--- src/rtl/wb_conbus_rr_pkg.sv ---
// wb_conbus_rr_pkg: shared widths, FSM encoding and slave address map for the
// round-robin Wishbone shared bus.
package wb_conbus_rr_pkg;
    localparam int DW_DEF = 32;
    localparam int AW_DEF = 32;
    typedef enum logic [1:0] {IDLE = 2'd0, BUSY = 2'd1, ERR = 2'd2} state_t;
    localparam logic [3:0] SLV_RAM  = 4'h0;
    localparam logic [3:0] SLV_VRAM = 4'h1;
    localparam logic [3:0] SLV_MIO  = 4'h3;
    localparam logic [3:0] SLV_PS2  = 4'h4;
    function automatic int ptr_w(input int n);
        return (n > 1) ? $clog2(n) : 1;
    endfunction
endpackage

--- src/rtl/wb_conbus_rr_arbiter.sv ---
// wb_rr_arbiter: combinational round-robin pick; first requester at or above
// the pointer, wrapping back to master 0.
module wb_rr_arbiter
    import wb_conbus_rr_pkg::*;
#(
    parameter int NUM_MASTERS = 4,
    localparam int PW = ptr_w(NUM_MASTERS)
) (
    input  logic [NUM_MASTERS-1:0] req_i,
    input  logic [PW-1:0]          ptr_i,
    output logic [NUM_MASTERS-1:0] gnt_o
);
    logic w_found;
    always_comb begin
        gnt_o = '0;
        w_found = 1'b0;
        for (int i = 0; i < NUM_MASTERS; i++)
            for (int j = 0; j < NUM_MASTERS; j++)
                if (!w_found && req_i[j] && j == (int'(ptr_i) + i) % NUM_MASTERS) begin
                    gnt_o[j] = 1'b1;
                    w_found = 1'b1;
                end
    end
endmodule

--- src/rtl/wb_conbus_rr.sv ---
// wb_conbus_rr: Wishbone shared bus with round-robin master arbitration,
// address-field slave decode, and bus errors for unmapped slaves and timeouts.
module wb_conbus_rr
    import wb_conbus_rr_pkg::*;
#(
    parameter int NUM_MASTERS = 4,
    parameter int NUM_SLAVES  = 8,
    parameter int DW          = DW_DEF,
    parameter int AW          = AW_DEF,
    parameter int SEL_LO      = 28,
    parameter int SEL_W       = 4,
    parameter int TO_CYCLES   = 255
) (
    input  logic                        clk_i,
    input  logic                        rst_n_i,
    input  logic [NUM_MASTERS*DW-1:0]   m_dat_i,
    input  logic [NUM_MASTERS*AW-1:0]   m_adr_i,
    input  logic [NUM_MASTERS*DW/8-1:0] m_sel_i,
    input  logic [NUM_MASTERS-1:0]      m_we_i,
    input  logic [NUM_MASTERS-1:0]      m_stb_i,
    output logic [DW-1:0]               m_dat_o,
    output logic [NUM_MASTERS-1:0]      m_ack_o,
    output logic [NUM_MASTERS-1:0]      m_err_o,
    output logic [DW-1:0]               s_dat_o,
    output logic [AW-1:0]               s_adr_o,
    output logic [DW/8-1:0]             s_sel_o,
    output logic                        s_we_o,
    output logic [NUM_SLAVES-1:0]       s_stb_o,
    input  logic [NUM_SLAVES*DW-1:0]    s_dat_i,
    input  logic [NUM_SLAVES-1:0]       s_ack_i,
    output logic [NUM_MASTERS-1:0]      grant_o,
    output logic [15:0]                 err_cnt_o
);
    localparam int PW = ptr_w(NUM_MASTERS);
    localparam int SW = DW / 8;

    state_t                 r_state, w_next;
    logic [NUM_MASTERS-1:0] r_gnt, w_win;
    logic [PW-1:0]          r_ptr, w_ptr_nxt;
    logic [SEL_W-1:0]       r_idx, w_dec;
    logic [15:0]            r_to, r_err_cnt;
    logic [AW-1:0]          w_gadr;
    logic [DW-1:0]          w_gdat, w_sdat;
    logic [SW-1:0]          w_gsel;
    logic [NUM_SLAVES-1:0]  w_sdec;
    logic                   w_gwe, w_gstb, w_sack, w_busy, w_to_hit;

    wb_rr_arbiter #(.NUM_MASTERS(NUM_MASTERS)) u_arb (
        .req_i(m_stb_i),
        .ptr_i(r_ptr),
        .gnt_o(w_win)
    );

    always_comb begin
        w_gadr = '0;
        w_gdat = '0;
        w_gsel = '0;
        w_gwe = 1'b0;
        w_gstb = 1'b0;
        w_dec = '0;
        w_ptr_nxt = '0;
        for (int k = 0; k < NUM_MASTERS; k++) begin
            if (r_gnt[k]) begin
                w_gadr = m_adr_i[k*AW +: AW];
                w_gdat = m_dat_i[k*DW +: DW];
                w_gsel = m_sel_i[k*SW +: SW];
                w_gwe = m_we_i[k];
                w_gstb = m_stb_i[k];
                w_ptr_nxt = (k == NUM_MASTERS - 1) ? '0 : PW'(k + 1);
            end
            if (w_win[k]) w_dec = m_adr_i[k*AW+SEL_LO +: SEL_W];
        end
    end

    // The slave index is latched at grant time, so the slave side never re-decodes.
    always_comb begin
        w_sdec = '0;
        w_sdat = '0;
        for (int s = 0; s < NUM_SLAVES; s++)
            if (int'(r_idx) == s) begin
                w_sdec[s] = 1'b1;
                w_sdat = s_dat_i[s*DW +: DW];
            end
    end

    assign w_busy   = (r_state == BUSY);
    assign w_sack   = |(s_ack_i & w_sdec);
    assign w_to_hit = (r_to == 16'(TO_CYCLES));

    always_comb begin
        w_next = r_state;
        case (r_state)
            IDLE: if (|m_stb_i) w_next = (int'(w_dec) >= NUM_SLAVES) ? ERR : BUSY;
            BUSY: w_next = (w_sack || !w_gstb) ? IDLE : w_to_hit ? ERR : BUSY;
            default: w_next = IDLE;
        endcase
    end

    assign s_adr_o   = w_busy ? w_gadr : '0;
    assign s_dat_o   = w_busy ? w_gdat : '0;
    assign s_sel_o   = w_busy ? w_gsel : '0;
    assign s_we_o    = w_busy & w_gwe;
    assign s_stb_o   = (w_busy && w_gstb && !w_to_hit) ? w_sdec : '0;
    assign m_dat_o   = w_busy ? w_sdat : '0;
    assign m_ack_o   = (w_busy && w_sack) ? r_gnt : '0;
    assign m_err_o   = (r_state == ERR) ? r_gnt : '0;
    assign grant_o   = (r_state == IDLE) ? '0 : r_gnt;
    assign err_cnt_o = r_err_cnt;

    always_ff @(posedge clk_i or negedge rst_n_i) begin
        if (!rst_n_i) begin
            r_state   <= IDLE;
            r_gnt     <= '0;
            r_idx     <= '0;
            r_ptr     <= '0;
            r_to      <= '0;
            r_err_cnt <= '0;
        end else begin
            r_state <= w_next;
            if (r_state == IDLE && |m_stb_i) begin
                r_gnt <= w_win;
                r_idx <= w_dec;
            end
            if ((w_busy && w_next == IDLE) || r_state == ERR) r_ptr <= w_ptr_nxt;
            r_to <= (w_busy && w_next == BUSY) ? r_to + 16'd1 : '0;
            if (r_state == ERR && r_err_cnt != 16'hFFFF) r_err_cnt <= r_err_cnt + 16'd1;
        end
    end
endmodule

--- config.mk ---
export PLATFORM = sky130hd
export DESIGN_NAME = wb_conbus_rr
export DESIGN_NICKNAME = d
export VERILOG_FILES = /design/src/rtl/wb_conbus_rr_pkg.sv /design/src/rtl/wb_conbus_rr_arbiter.sv /design/src/rtl/wb_conbus_rr.sv
export SDC_FILE = /design/constraint.sdc
export NUM_CORES = 1
export LEC_CHECK = 0
export ABC_AREA = 1
export CORE_AREA = 3 3 264 266
export DETAILED_ROUTE_END_ITERATION = 16
export DIE_AREA = 0 0 267 269
export PLACE_DENSITY_LB_ADDON = 0.12
export SLEW_MARGIN = 20
export SYNTH_ARGS = -nofsm -noshare
export SYNTH_HDL_FRONTEND = slang
export SYNTH_SLANG_ARGS = --single-unit
export TNS_END_PERCENT = 30
--- constraint.sdc ---
create_clock -name clk_i -period 4.2 [get_ports clk_i]
set_input_delay 0.42 -clock clk_i [delete_from_list [all_inputs] [get_ports clk_i]]
set_output_delay 0.42 -clock clk_i [all_outputs]
set_load 0.05 [all_outputs]
==> results.cfg <==
[floorplanning]
rows = 95
core_region_area_um2 = 67300
start_util = 0.101
ios = 683
die_x_um = 267
die_height_um = 269
dieArea_um2 = 71800

[clocking]
root_buffer = clkbuf_16
numCtsBuffers = 5
path_clk_slew_ps = 70
htree_num_levels = 2
cts.sinks = 44
cts_resized = 0
hold_buffers = 0
insertion_delay_ps = 290
cts_setup_buffers = 0
cts_max_path_buffers = 2
cts_tree = built

[yosys]
ys_types = 39
synth_cells = 1234
synth-edff-count = 0
ys_ff_latch = 44
synth_nets = 1782
ys_seq_area_frac = 0.162
yosys.area.top_type = o21ai_0
synthArstFlopShare = 1.00
synth_ff_type = dfrtp_1
postSynthAreaPerCell_um2 = 5.51
yosysWarnings = 0
synth.cell_area_um2 = 6800
synth.area.top_cells = o21ai_0, a21oi_1, dfrtp_1
synth_top_area_frac = 0.199

[detailed_routing]
routed_wl_mm = 63.5
drt-wirelength-per-cell_um = 23.2
via_per_inst = 4.18
drt_iter0_markers = 632
drc_errors = 0
vias = 11461
antenna_left = 0
dr.pass1.iters = 5

[worst_setup_path]
path_class = reg2out
crit_fanout = 31
worstPathArrival_ps = 2970
worst_setup_path_start_kind = flop
critPathRequiredTime_ps = 3780
end_kind = output pin

[placement]
hpwl_mm = 53.2
gp_routability_congestion = 0.923
dpl.cell_count = 2719
port_buffers = 682

[status]
status = completed

[final_layout]
drive_above_1_share = 0.0690
areaGrowthSynthToFinish_pct = 123
final_cell_count_no_fill = 2742
nets = 2401
fillers = 7570

[timing]
finalHoldWorstSlack_ps = 213
tightest_slew_ps = 937
fin_skew_ps = 10.6
fin_crit_ps = 3390
setup_tns_ps = 0
fmax_mhz = 295
slew_headroom = 0.373
rsz0062_at_grt = false
fin_crit_sh = 0.807
setup_viol = 0
slew_violations = 0
hold_viol = 0

[grt]
antenna_found_initial = 26
grt_start_max_net_pins = 71
grtUsageTotal = 0.164
grt_pass1_vias = 11722
grt_overflow = 0
grt_pass1_wl_mm = 85.5

[job]
maxCapViolations = 0

[power]
powerDensity_nw_per_um2 = 572
p_leak_uw = 0.00559
vdd_drop_max_mv = 0.262

[hold_path]
holdCritPathClass = in2async
## synthesized netlist by cell type, drive strengths merged, types with 5 or more instances
master / number
a21oi: 234
buf: 11
clkbuf: 93
dfrtp: 44
inv: 60
nand2: 158
nand3: 144
nand4: 20
nor2: 134
nor3: 8
nor3b: 10
o21ai: 273
o22ai: 5
xnor2: 6
xor2: 13
## through the flow
stage	utilization	instance area, µm²	worst slack [ps]	power, µW
floorplan	-	6800	1560	4990
global placement	0.223	15000	1050	8440
detailed placement	0.223	15000	1060	8400
CTS	0.225	15100	702	8840
global route	0.225	15100	595	9370
finish	0.225	15200	812	8680
## worst paths after layout
| check | end | start | cells past startpoint | slack (ps) |
|---|---|---|---|---|
| max | s_dat_o[7] | r_gnt[1] | 7 | 810 |
| min | err_cnt_o[2] | rst_n_i | 2 | 210 |
| max in group asynchronous | r_gnt[1] | rst_n_i | 2 | 3520 |
| max reg2reg | r_ptr[0] | r_idx[1] | 13 | 1420 |
| min in group clk_i | r_to[0] | r_to[0] | 1 | 460 |
| min reg2reg | r_to[0] | r_to[0] | 1 | 460 |
## cell type report
cell class                 count  area (µm²)  share of cell area
tap                          873        1090              0.0721
sequential                    44        1100              0.0728
clock inverter                 2        12.5            0.000825
multi-input combinational   1023        5100               0.337
clock buffer                   6         129             0.00850
inverter                      63         240              0.0158
timing repair buffer         716        7440               0.491
antenna                       15        37.5             0.00248
## sequential cells by signal (all words and copies together), names as in the netlist
register / flops
r_ptr: 2
r_to: 16
err_cnt_o: 16
r_gnt: 4
r_state: 2
r_idx: 4
## report_power, final
part	total [µW]	internal, µW	switching, µW
registers	628	498	129
clock network	395	220	174
logic	7650	2680	4980
## placed cells by master, fill, tap and decap left out, drive strengths merged, types with 2 or more instances in the layout
cell type,n
xor2,13
buf,79
ha,2
o21ai,273
nor4,3
nor2,134
nand4,20
clkdlybuf4s50,637
diode,15
nand2,158
nand3,144
clkbuf,6
nor3b,10
o211ai,4
clkinv,4
nor3,8
o22ai,5
xnor2,6
inv,60
a21oi,234
o221ai,2
dfrtp,44
## logic make-up (layout without fill, tap and decap cells)
family / count (synthesis) / after routing / share of synthesized area
adder cells (fa/ha/maj): 2 / 2 / 0.00368
other: 0 / 15 / 0
XOR/XNOR: 19 / 19 / 0.0245
AO/OA/AOI/OAI: 523 / 523 / 0.392
AND/OR/NAND/NOR: 479 / 479 / 0.325
flip-flops: 44 / 44 / 0.162
buffers and inverters: 167 / 787 / 0.0924
## per-layer routing
| layer | vias up | share of wire | GRT usage |
|---|---|---|---|
| met5 | - | 0.00077 | 0 |
| met4 | 8 | 0.011 | 0.0289 |
| met3 | 44 | 0.092 | 0.0562 |
| met2 | 498 | 0.54 | 0.319 |
| met1 | 5342 | 0.36 | 0.171 |
| li1 | 5569 | - | - |
## worst max-delay path, cell delays in order, from the launching register on
cell	delay, ps
dfrtp_2	410
inv_2	520
buf_4	280
nor2_1	40
o21ai_0	250
o21ai_0	170
a21oi_1	150
clkdlybuf4s50_1	840
Note: power is estimated with default switching activity, not from simulation.
